## config.mk

```make
export PLATFORM = sky130hd
export DESIGN_NAME = forward_activation_flat
export DESIGN_NICKNAME = d
export VERILOG_FILES = /design/src/rtl/forward_activation_if.sv /design/src/rtl/forward_activation.sv /design/src/flat_wrapper.sv
export SDC_FILE = /design/constraint.sdc
export NUM_CORES = 1
export LEC_CHECK = 0
export ABC_AREA = 1
export CAP_MARGIN = 20
export CORE_MARGIN = 2
export CORE_UTILIZATION = 45
export DETAILED_ROUTE_END_ITERATION = 7
export GPL_TIMING_DRIVEN = 1
export PLACE_DENSITY = 0.87
export SLEW_MARGIN = 30
export SYNTH_ARGS = -nofsm -noshare
export SYNTH_HDL_FRONTEND = slang
export SYNTH_SLANG_ARGS = --single-unit
```

## constraint.sdc

```tcl
create_clock -name iCLK -period 5 [get_ports iCLK]
set_input_delay 0.5 -clock iCLK [delete_from_list [all_inputs] [get_ports iCLK]]
set_output_delay 0.5 -clock iCLK [all_outputs]
set_load 0.01 [all_outputs]
```

## src/rtl/forward_activation_if.sv

```systemverilog
// Handshake bundle between the accumulator producer, forward_activation and the state consumer.
// master = environment side (drives accumulators, takes states), slave = forward_activation.
interface forward_activation_if #(
  parameter int NC = 11,
  parameter int WA = 8,
  parameter int WF = 5
);
  logic                 iValid_AM_Accum;
  logic                 oReady_AM_Accum;
  logic [NC*WA-1:0]     iData_AM_Accum;
  logic                 oValid_BM_State;
  logic                 iReady_BM_State;
  logic [NC*WF-1:0]     oData_BM_State;
  logic [NC-1:0]        oData_BM_Deriv;

  modport master (
    output iValid_AM_Accum,
    output iData_AM_Accum,
    output iReady_BM_State,
    input  oReady_AM_Accum,
    input  oValid_BM_State,
    input  oData_BM_State,
    input  oData_BM_Deriv
  );

  modport slave (
    input  iValid_AM_Accum,
    input  iData_AM_Accum,
    input  iReady_BM_State,
    output oReady_AM_Accum,
    output oValid_BM_State,
    output oData_BM_State,
    output oData_BM_Deriv
  );
endinterface

```

## src/rtl/forward_activation.sv

```systemverilog
// ReLU with saturation to WF-bit signed state plus derivative mask, LANES neurons per cycle.
// Optional macro FORWARD_ACTIVATION_LEAKY_EN maps negative inputs to x>>>2 instead of 0.
module forward_activation #(
  parameter int    NP    = 7,
  parameter int    NC    = 11,
  parameter int    WF    = 5,
  parameter int    LANES = 4,
  parameter string BURST = "yes"
) (
  input  logic                iCLK,
  input  logic                iRST,
  forward_activation_if.slave bus
);
  localparam int WA       = $clog2(NP) + WF;
  localparam int CHUNKS   = (NC + LANES - 1) / LANES;
  localparam int PAD      = CHUNKS * LANES;
  localparam int KW       = (CHUNKS > 1) ? $clog2(CHUNKS) : 1;
  localparam bit BURST_EN = (BURST == "yes");

  localparam logic signed [WA-1:0] MAX_POS = {{(WA-WF+1){1'b0}}, {(WF-1){1'b1}}};
`ifdef FORWARD_ACTIVATION_LEAKY_EN
  localparam int                   LEAK_SHIFT = 2;
  localparam logic signed [WA-1:0] MIN_NEG    = {{(WA-WF+1){1'b1}}, {(WF-1){1'b0}}};
`endif

  typedef enum logic [1:0] {
    IDLE = 2'd0,
    CALC = 2'd1,
    DONE = 2'd2
  } fa_state_t;

  fa_state_t           state_r;
  fa_state_t           state_nxt_s;
  logic [KW-1:0]       k_r;
  logic [PAD*WA-1:0]   hold_r;
  logic [NC*WF-1:0]    state_data_r;
  logic [NC-1:0]       deriv_r;
  logic                ready_s;
  logic                valid_s;
  logic                calc_s;
  logic                accept_s;
  logic                last_chunk_s;
  logic [WF:0]         lane_act_s [LANES];

  // Returns {deriv, y}: deriv is set only for strictly positive inputs
  function automatic logic [WF:0] activate(input logic signed [WA-1:0] x);
    logic [WF:0] r;
`ifdef FORWARD_ACTIVATION_LEAKY_EN
    logic signed [WA-1:0] s;
`endif
    r = {(WF+1){1'b0}};
    if (x > MAX_POS) begin
      r = {1'b1, MAX_POS[WF-1:0]};
    end else if (!x[WA-1] && (x != {WA{1'b0}})) begin
      r = {1'b1, x[WF-1:0]};
    end else begin
`ifdef FORWARD_ACTIVATION_LEAKY_EN
      s = x >>> LEAK_SHIFT;
      if (s < MIN_NEG) begin
        r = {1'b0, MIN_NEG[WF-1:0]};
      end else begin
        r = {1'b0, s[WF-1:0]};
      end
`else
      r = {(WF+1){1'b0}};
`endif
    end
    return r;
  endfunction

  assign accept_s     = bus.iValid_AM_Accum && ready_s;
  assign last_chunk_s = (k_r == KW'(CHUNKS - 1));

  // State register
  always_ff @(posedge iCLK or posedge iRST) begin
    if (iRST) begin
      state_r <= IDLE;
    end else begin
      state_r <= state_nxt_s;
    end
  end

  // Next-state logic
  always_comb begin
    state_nxt_s = state_r;
    case (state_r)
      IDLE: begin
        if (accept_s) begin
          state_nxt_s = CALC;
        end else begin
          state_nxt_s = IDLE;
        end
      end
      CALC: begin
        if (last_chunk_s) begin
          state_nxt_s = DONE;
        end else begin
          state_nxt_s = CALC;
        end
      end
      DONE: begin
        if (accept_s) begin
          state_nxt_s = CALC;
        end else if (bus.iReady_BM_State) begin
          state_nxt_s = IDLE;
        end else begin
          state_nxt_s = DONE;
        end
      end
      default: begin
        state_nxt_s = IDLE;
      end
    endcase
  end

  // FSM outputs; in burst mode DONE passes downstream ready straight upstream
  always_comb begin
    ready_s = 1'b0;
    valid_s = 1'b0;
    calc_s  = 1'b0;
    case (state_r)
      IDLE: begin
        ready_s = 1'b1;
      end
      CALC: begin
        calc_s = 1'b1;
      end
      DONE: begin
        valid_s = 1'b1;
        ready_s = BURST_EN ? bus.iReady_BM_State : 1'b0;
      end
      default: begin
        ready_s = 1'b0;
      end
    endcase
  end

  // Current chunk always sits in the low lanes of the hold register
  always_comb begin
    for (int l = 0; l < LANES; l++) begin
      lane_act_s[l] = activate(hold_r[l*WA +: WA]);
    end
  end

  // Holding register and chunk counter: load on accept, shift one chunk per CALC cycle
  always_ff @(posedge iCLK or posedge iRST) begin
    if (iRST) begin
      hold_r <= {(PAD*WA){1'b0}};
      k_r    <= {KW{1'b0}};
    end else if (accept_s) begin
      hold_r <= (PAD*WA)'(bus.iData_AM_Accum);
      k_r    <= {KW{1'b0}};
    end else if (calc_s) begin
      hold_r <= hold_r >> (LANES * WA);
      k_r    <= k_r + KW'(1);
    end else begin
      hold_r <= hold_r;
      k_r    <= k_r;
    end
  end

  // Output registers: element i is owned by lane i%LANES during chunk i/LANES
  always_ff @(posedge iCLK or posedge iRST) begin
    if (iRST) begin
      state_data_r <= {(NC*WF){1'b0}};
      deriv_r      <= {NC{1'b0}};
    end else if (calc_s) begin
      for (int i = 0; i < NC; i++) begin
        if (k_r == KW'(i / LANES)) begin
          state_data_r[i*WF +: WF] <= lane_act_s[i % LANES][WF-1:0];
          deriv_r[i]               <= lane_act_s[i % LANES][WF];
        end
      end
    end
  end

  assign bus.oReady_AM_Accum = ready_s;
  assign bus.oValid_BM_State = valid_s;
  assign bus.oData_BM_State  = state_data_r;
  assign bus.oData_BM_Deriv  = deriv_r;
endmodule
```

## src/flat_wrapper.sv

```systemverilog
// flat-port wrapper written by rule: the top's interface ports become plain ports
module forward_activation_flat 
#(
  parameter int    NP    = 7,
  parameter int    NC    = 11,
  parameter int    WF    = 5,
  parameter int    LANES = 4,
  parameter string BURST = "   "
)
  (iCLK, iRST, bus_iValid_AM_Accum, bus_iData_AM_Accum, bus_iReady_BM_State, bus_oReady_AM_Accum, bus_oValid_BM_State, bus_oData_BM_State, bus_oData_BM_Deriv);
  forward_activation_if #(.NC(NC), .WF(WF)) bus_i ();
  input  logic iCLK;
  input  logic iRST;
  input wire logic [$bits(bus_i.iValid_AM_Accum)-1:0] bus_iValid_AM_Accum;
  input wire logic [$bits(bus_i.iData_AM_Accum)-1:0] bus_iData_AM_Accum;
  input wire logic [$bits(bus_i.iReady_BM_State)-1:0] bus_iReady_BM_State;
  output wire logic [$bits(bus_i.oReady_AM_Accum)-1:0] bus_oReady_AM_Accum;
  output wire logic [$bits(bus_i.oValid_BM_State)-1:0] bus_oValid_BM_State;
  output wire logic [$bits(bus_i.oData_BM_State)-1:0] bus_oData_BM_State;
  output wire logic [$bits(bus_i.oData_BM_Deriv)-1:0] bus_oData_BM_Deriv;
  assign bus_i.iValid_AM_Accum = bus_iValid_AM_Accum;
  assign bus_i.iData_AM_Accum = bus_iData_AM_Accum;
  assign bus_i.iReady_BM_State = bus_iReady_BM_State;
  assign bus_oReady_AM_Accum = bus_i.oReady_AM_Accum;
  assign bus_oValid_BM_State = bus_i.oValid_BM_State;
  assign bus_oData_BM_State = bus_i.oData_BM_State;
  assign bus_oData_BM_Deriv = bus_i.oData_BM_Deriv;
  forward_activation #(.NP(NP), .NC(NC), .WF(WF), .LANES(LANES), .BURST(BURST)) u_core (.iCLK(iCLK), .iRST(iRST), .bus(bus_i));
endmodule
```

==> Word-level counts from Yosys, hierarchy flattened <==
Index checks and enable logic that the tools add are counted.
{ "op_classes": {"eq_ne": 4, "order_cmp": 4, "n_div": 0, "n_bitwise": 0, "shift": 0, "n_reduce_logical": 19, "n_mux": 20, "mul": 0, "n_addsub": 1} }
{ "ops": {"columns": ["op", "count"], "rows": [
  ["$mux W96", 2],
  ["$mux W6", 8],
  ["$gt A8 B5 Y1 const B", 4],
  ["$reduce_bool A8 Y1", 4],
  ["$mux W2", 5],
  ["$pmux W2 S3", 1],
  ["$reduce_and A2 Y1", 3],
  ["$logic_and A1 B1 Y1", 5],
  ["$eq A2 B1 Y1 const B", 2],
  ["$eq A2 B2 Y1 const B", 2],
  ["$logic_not A1 Y1", 4],
  ["$logic_not A2 Y1", 2],
  ["$mux W1", 4],
  ["$add A2 B1 Y2 const B", 1],
  ["$reduce_bool A2 Y1", 1]
]} }
{ "word_totals": {"latch_bits": 0, "out_inout_bits": 68, "rom_bits": 0, "wordCells": 57, "in_bits": 92, "mem_count": 0, "regBits": 166, "mem_bits_rw": 0} }

==> Depth between registers and ports, before layout <==
Gate-level depths: netlist (run 1).
{ "depth": {"depth_word": 5, "mapped_depth": 8, "mapped_depth_nobuf": 7} }

==> Worst setup path before layout (run 1) <==
Ideal clock, no wire load.
{ "synth_path": {"path_type": "input to register", "startpoint": "in bus_iValid_AM_Accum", "endpoint": "reg u_core.hold_r[24]", "n_path_buf": 2, "stages": 5, "t_required_ns": 4.913, "arrival_time_ns": 1.217, "slack_ns": 3.696, "setup_ns": 0.087, "path_cell_list": "o21ai_1 -> buf_2 -> buf_2 -> nand2_1 -> o211ai_1"} }
{ "synth_via": {"elab_chain_cells": 2, "word_cells_on_any_way": 3, "cone_classes": "mux (1); reduce/logical (2)"} }
{ "synth_rtl": {"columns": ["item", "line_no", "text"], "rows": [
  ["start: declaration", "flat_wrapper.sv:14", "input wire logic [$bits(bus_i.iValid_AM_Accum)-1:0] bus_iValid_AM_Accum;"],
  ["$logic_and A1 B1 Y1 *", "forward_activation.sv:71", "assign accept_s = bus.iValid_AM_Accum && ready_s;"],
  ["$mux W96 or $reduce_bool A2 Y1 (tied branches)", null, null],
  ["end signal: assignment", "forward_activation.sv:148", "hold_r <= {(PAD*WA){1'b0}};"],
  ["end signal: assignment", "forward_activation.sv:151", "hold_r <= (PAD*WA)'(bus.iData_AM_Accum);"],
  ["end signal: assignment", "forward_activation.sv:154", "hold_r <= hold_r >> (LANES * WA);"],
  ["end: declaration", "forward_activation.sv:35", "logic [PAD*WA-1:0] hold_r;"]
]} }
Mark *: on every way between the ends. The rest lies on a longest branch, timed or not.
A chain may end at the register's enable or synchronous reset.

==> Worst setup path in the final report (run 1) <==
{ "layout_path": {"startpoint": "reg u_core.state_r[1]", "endpoint": "reg u_core.state_data_r[50] (netlist: u_core.bus.oData_BM_State[50])"} }
{ "layout_via": {"elab_chain_cells": 3} }
{ "layout_rtl": {"columns": ["item", "line_no", "text"], "rows": [
  ["start: declaration", "forward_activation.sv:32", "fa_state_t state_r;"],
  ["start signal: assignment", "forward_activation.sv:79", "state_r <= state_nxt_s;"],
  ["$eq A2 B1 Y1", "forward_activation.sv:121", "case (state_r)"],
  ["$mux W1", "forward_activation.sv:121", null],
  ["$reduce_and A2 Y1 (no source line)", null, null],
  ["end signal: assignment", "forward_activation.sv:165", "state_data_r <= {(NC*WF){1'b0}};"],
  ["end signal: indexed assignment", "forward_activation.sv:170", "state_data_r[i*WF +: WF] <= lane_act_s[i % LANES][WF-1:0];"],
  ["end: declaration", "forward_activation.sv:36", "logic [NC*WF-1:0] state_data_r;"]
]} }
Every way passes these cells.

==> flow_summary.yaml, run 1 <==
detailed_routing:
  via_per_inst: 4.96
  wl_mm: 16.5
  dr.pass1.iters: 5
  drc: 0
  drtAntennaViolNets: 0
  wl_per_cell_um: 14.6
  drtIter0Drc: 489
  dr_total_vias: 5603
critical_path:
  cpMaxStageDelayCell: "nand2_1"
  worst-r2r-setup-slack_ns: 2.42
  crit_top_cell: "nand2_1"
  worstPathCellList: "inv_1 > nand2_2 > inv_4 > nand2_1 > inv_2 > nand2_1 > nand2_1"
  worstPathMaxFanout: 35
  crit_path_end_kind: "register"
  worstPathRequired_ns: 5.35
  arrival_ns: 2.94
  critical_path.top_delay_family: "simple AND/OR/NAND/NOR gates"
  path_buf_inv: 3
  critPathMaxStageDelay_ns: 0.51
  cp-start-kind: "register"
  criticalPathCategory: "register to register"
power:
  p_per_area_nw_per_um2: 631
  seqPwrFrac_pct: 37.7
  peakVddDrop_mv: 0.320
  leakage_nw: 4.35
  clkPwrFrac_pct: 22.3
  switchingPower_mw: 2.14
  internal_power_mw: 3.46
  switching_share_pct: 38.3
  p_comb_share_pct: 40.0
placement:
  gp_congestion: 0.847
  io_buffers: 159
  place_ws_ns: 2.45
  dp_hpwl_mm: 11.6
  place_inst: 1099
synth:
  ys_warn_count: 0
  synthDistinctLibCells: 18
  syn-cell-area_sq_um: 6620
  synth_top_area_cell: "dfrtp_1"
  yosys-top-cells-area: "dfrtp_1, nand2_1, inv_1"
  synth_top_area_share_pct: 59.7
  synth_ff_type: "dfrtp_1"
  syn_avg_cell_area_sq_um: 8.42
  yosysMostFrequentCell: "nand2_1"
  synth_edf_count: 0
  synthTopCellsByCount: "nand2_1, dfrtp_1, inv_1"
  synth.ff_latch_count: 158
  ys_async_sr_fraction_pct: 100
  syn_inst: 786
  seq_area_frac_synth_pct: 59.7
  syn-num-nets: 881
flow_run:
  maxCapViolCount: 0
sta:
  hold_viol_final: 0
  setup_violations: 0
  tightest_slew_ns: 0.882
  finClkSkew_ns: 0.00621
  rsz0062_at_grt: "no"
  max_freq_ghz: 0.387
  maxSlewHeadroom_pct: 41.2
  fin_crit_sh_pct: 51.7
  fin_crit_ns: 2.58
  tns_ns: 0
  final.setup.worst_slack_ns: 2.42
  final_max_slew_viol_count: 0
floorplanning:
  core-area_sq_um: 14500
  io_pins: 160
  initial_core_util_pct: 45.7
  die_area_sq_um: 15700
  die_y_um: 125
  rows: 44
  die-width_um: 125
clock_tree:
  htree_levels: 4
  postCtsSetupBuffers: 0
  cts_root_buf: "clkbuf_16"
  cts_tree: "built"
  clk_path_buf_depth: 2
  ctsHoldBuffers: 0
  insertion_delay_ns: 0.42
  path_clk_slew_ns: 0.06
  numCtsBuffers: 17
  cts_sinks: 158
  ctsResizeCount: 0
run_status:
  status: "completed"
grt:
  first_global_vias: 5383
  grt_pass1_wl_mm: 27.2
  grt_overflow: 0
  grt_max_degree: 90
  grt_use_total_pct: 21.7
  antenna_found_initial: 0
final_layout:
  fin_cells: 1129
  finish.utilization_pct: 61.3
  area.growth.synth_to_final_pct: 34.2
  num-fill-cells: 1189
  drive_above_1_share_pct: 4.34
  nets: 1029
  insertedDiodeCount: 0
worst_hold_path:
  hold_class: "register to register"
worst min-delay path: cells and delay by family (launching register included):
| kind | cells | cell delay (ns) |
|---|---|---|
| buffers and inverters | 1 | 0.04 |
| flip-flops | 1 | 0.34 |
| AND/OR/NAND/NOR | 1 | 0.05 |
placed cells by master, fill, tap and decap left out, types with 2 or more instances in the layout:
cell type        synthesis  layout
buf_4                    3       4
bufinv_16                0       2
clkbuf_1                10       3
clkbuf_16                0      17
clkbuf_8                 0       3
clkdlybuf4s50_1          0     159
clkinv_2                 0       4
dfrtp_1                158     158
ha_1                     3       3
inv_1                   76      75
inv_2                    4       4
nand2_1                389     389
nand2_2                  3       3
nand3_1                 35      35
nand3b_1                 4       4
nor2_1                  10      10
o211ai_1                32      32
o21ai_0                 35      35
logic make-up (layout without fill, tap and decap cells):
logic type,count (synthesis),count (layout),synth area share (%)
fa+ha+maj,3,3,0.567
flops,158,158,59.7
buf+inv,115,274,7.22
simple gates,441,441,26.0
compound gates,69,69,6.47
layout make-up:
| type | instances | area, sq um | area share, % |
|---|---|---|---|
| Clock buffer | 23 | 478 | 5.38 |
| Clock inverter | 7 | 87.6 | 0.986 |
| Inverter | 81 | 312 | 3.51 |
| Multi-Input combinational cell | 513 | 2200 | 24.8 |
| Sequential cell | 158 | 3950 | 44.5 |
| Tap cell | 184 | 230 | 2.59 |
| Timing Repair Buffer | 163 | 1620 | 18.3 |
layer usage:
layer  wire length, um  GRT usage, %  part of all wire [%]  vias to the layer above
met5                 0             0                     0                        -
met4               345          8.69                   2.1                        0
met3               932          4.41                   5.7                       24
met2              8040          35.1                    49                      226
met1              7140          29.0                    43                     2633
li1                  -             -                     -                     2720
through the flow:
step,instance area [sq um],total power [mW],hold WS (ns)
3_3_place_gp,8320,4.26,0.449
4_1_cts,8880,5.62,0.472
2_1_floorplan,6620,3.43,0.465
3_5_place_dp,8320,4.36,0.456
6_report,8880,5.60,0.470
5_1_grt,8880,5.99,0.489
power by group through the flow:
stage / logic (mW) / clock network [mW] / registers [mW]
2_1_floorplan: 1.30 / 0 / 2.13
3_3_place_gp: 2.16 / 0 / 2.10
3_5_place_dp: 2.24 / 0 / 2.12
4_1_cts: 2.26 / 1.26 / 2.10
5_1_grt: 2.51 / 1.31 / 2.16
6_report: 2.24 / 1.25 / 2.11
sequential cells by signal, summed over array words and instances (netlist names):
name and count:
u_core.k_r 2, u_core.bus.oData_BM_State 55, u_core.state_r 2, u_core.hold_r 88, u_core.bus.oData_BM_Deriv 11
worst paths after layout:
check	cells after the start	startpoint	end
max reg2reg	7	u_core.state_r[1]	u_core.bus.oData_BM_State[50]
max in group asynchronous	3	iRST	u_core.hold_r[36]
min	2	u_core.bus.oData_BM_State[19]	u_core.bus.oData_BM_State[19]
min reg2reg	2	u_core.bus.oData_BM_State[19]	u_core.bus.oData_BM_State[19]
min in group asynchronous	2	iRST	u_core.bus.oData_BM_State[29]
max	7	u_core.state_r[1]	u_core.bus.oData_BM_State[50]
(Power assumes the default switching activity.)
==> run 2: changes to the inputs <==
==> constraint.sdc (replaced) <==
create_clock -name iCLK -period 2.3 [get_ports iCLK]
set_input_delay 0.23 -clock iCLK [delete_from_list [all_inputs] [get_ports iCLK]]
set_output_delay 0.23 -clock iCLK [all_outputs]
set_load 0.01 [all_outputs]
==> run 2 against run 1 <==
Fmax is 28% higher. Register-to-register slack worse by 2.1 ns. Critical path depth stayed put. First-iteration DRC count is 23% lower. Routed wire length is 2.6% higher. Sequential share of layout area is 0.51 points lower. Setup slack worse by 2.1 ns. Count of clock-buffer cells in the layout is 1 lower. Critical endpoint is now u_core.bus.oData_BM_State[28]. Largest cell class unchanged.
==> flow_summary.yaml, run 2 (synthesis results as in run 1) <==
placement:
  place_inst: 1103
  io_buffers: 159
  gp_congestion: 0.856
  dp_hpwl_mm: 11.7
final_layout:
  largest_reg_flops: 88
  fin_cells: 1135
  nets: 1033
  insertedDiodeCount: 0
  layout_commonest_cell: "nand2_1"
  final_cell_mix: "nand2_1, clkdlybuf4s50_1, dfrtp_1"
  finish.utilization_pct: 62.0
  multi_input_area_sq_um: 2200
  largest-register: "u_core.hold_r"
  seq_area_sq_um: 3950
  drive_above_1_share_pct: 4.94
  num-fill-cells: 1210
  area.growth.synth_to_final_pct: 35.7
floorplanning:
  die_y_um: 125
  io_pins: 160
  die_area_sq_um: 15700
  die-width_um: 125
  core-area_sq_um: 14500
  rows: 44
  initial_core_util_pct: 45.7
detailed_routing:
  wl_per_cell_um: 14.9
  dr.pass1.iters: 7
  drc: 0
  drtAntennaViolNets: 0
  via_per_inst: 4.99
  dr_total_vias: 5664
  wl_mm: 16.9
  drtIter0Drc: 377
clock_tree:
  cts_root_buf: "clkbuf_16"
  cts_sinks: 158
  path_clk_slew_ns: 0.07
  numCtsBuffers: 17
  htree_levels: 4
  postCtsSetupBuffers: 0
  clk_path_buf_depth: 2
  ctsResizeCount: 0
  insertion_delay_ns: 0.43
  cts_tree: "built"
  ctsHoldBuffers: 0
grt:
  grt_max_degree: 78
  grt_use_total_pct: 22.5
  first_global_vias: 5647
  antenna_found_initial: 0
  grt_pass1_wl_mm: 28.0
  grt_overflow: 0
critical_path:
  cp-start-kind: "register"
  worstPathMaxFanout: 28
  arrival_ns: 2.38
  criticalPathCategory: "register to register"
  worstPathRequired_ns: 2.66
  crit_path_end_kind: "register"
worst_hold_path:
  hold_class: "input pin to asynchronous set/reset pin"
run_status:
  status: "completed"
power:
  clkPwrFrac_pct: 23.1
  p_per_area_nw_per_um2: 1380
  leakage_nw: 4.38
  power_mw: 12.4
  internal_power_mw: 7.66
  switching_share_pct: 38.4
  seqPwrFrac_pct: 36.7
  peakVddDrop_mv: 0.667
  switchingPower_mw: 4.77
  p_comb_share_pct: 40.2
sta:
  fin_crit_sh_pct: 88.0
  maxSlewHeadroom_pct: 37.2
  setup_violations: 0
  whs_ns: 0.277
  rsz0062_at_grt: "no"
  fin_crit_ns: 2.02
  final_max_slew_viol_count: 0
  hold_viol_final: 0
  max_freq_ghz: 0.494
  tns_ns: 0
  finClkSkew_ns: 0.00970
  tightest_slew_ns: 0.937
flow_run:
  maxCapViolCount: 0
[run 2: through the flow]
step	worst slack (ns)	area, sq um
after global placement	0.409	8380
final	0.276	8980
after floorplan	0.0691	6620
after global routing	0.121	8980
after CTS	0.309	8980
after detailed placement	0.316	8380
[run 2: cell type report]
| cell class | count | share of cell area (%) |
|---|---|---|
| clock inverters | 10 | 1.53 |
| inverters | 81 | 3.45 |
| multi-input cells | 513 | 24.5 |
| well taps | 184 | 2.56 |
| repair buffers | 167 | 18.8 |
| clock buffers | 22 | 5.17 |
| flip-flops and latches | 158 | 44.0 |
[run 2: path summary, 6_finish.rpt]
check / start / end / slack [ns] / cells past startpoint
min in group iCLK: bus_iData_AM_Accum[16] / u_core.hold_r[16] / 0.36 / 3
worst min register to register: u_core.bus.oData_BM_State[49] / u_core.bus.oData_BM_State[49] / 0.47 / 2
worst min-delay path: iRST / u_core.bus.oData_BM_Deriv[6] / 0.28 / 3
worst max register to register: u_core.state_r[1] / u_core.bus.oData_BM_State[28] / 0.28 / 7
worst max-delay path: u_core.state_r[1] / u_core.bus.oData_BM_State[28] / 0.28 / 7
max in group asynchronous: iRST / u_core.hold_r[74] / 1.65 / 3
[run 2: metal layers]
| layer | GRT usage, % | vias to the layer above | share of wire [%] |
|---|---|---|---|
| li1 | - | 2723 | - |
| met1 | 29.8 | 2693 | 43 |
| met2 | 36.8 | 209 | 49 |
| met3 | 3.72 | 39 | 5.1 |
| met4 | 10.1 | 0 | 3.3 |
| met5 | 0 | - | 0 |
[run 2: worst max-delay path, stage by stage (launching register included)]
cell and delay (ns):
dfrtp_1 0.39, inv_1 0.17, nand2_2 0.10, inv_4 0.24, nand2_2 0.39, inv_2 0.45
nand2_1 0.11, nand2_1 0.09
[run 2: power by group through the flow]
stage,combinational [mW],sequential [mW],clock (mW)
2_1_floorplan,2.83,4.63,0
3_3_place_gp,4.80,4.56,0
3_5_place_dp,4.98,4.58,0
4_1_cts,5.04,4.56,2.91
5_1_grt,5.60,4.70,3.01
6_report,5.00,4.57,2.87
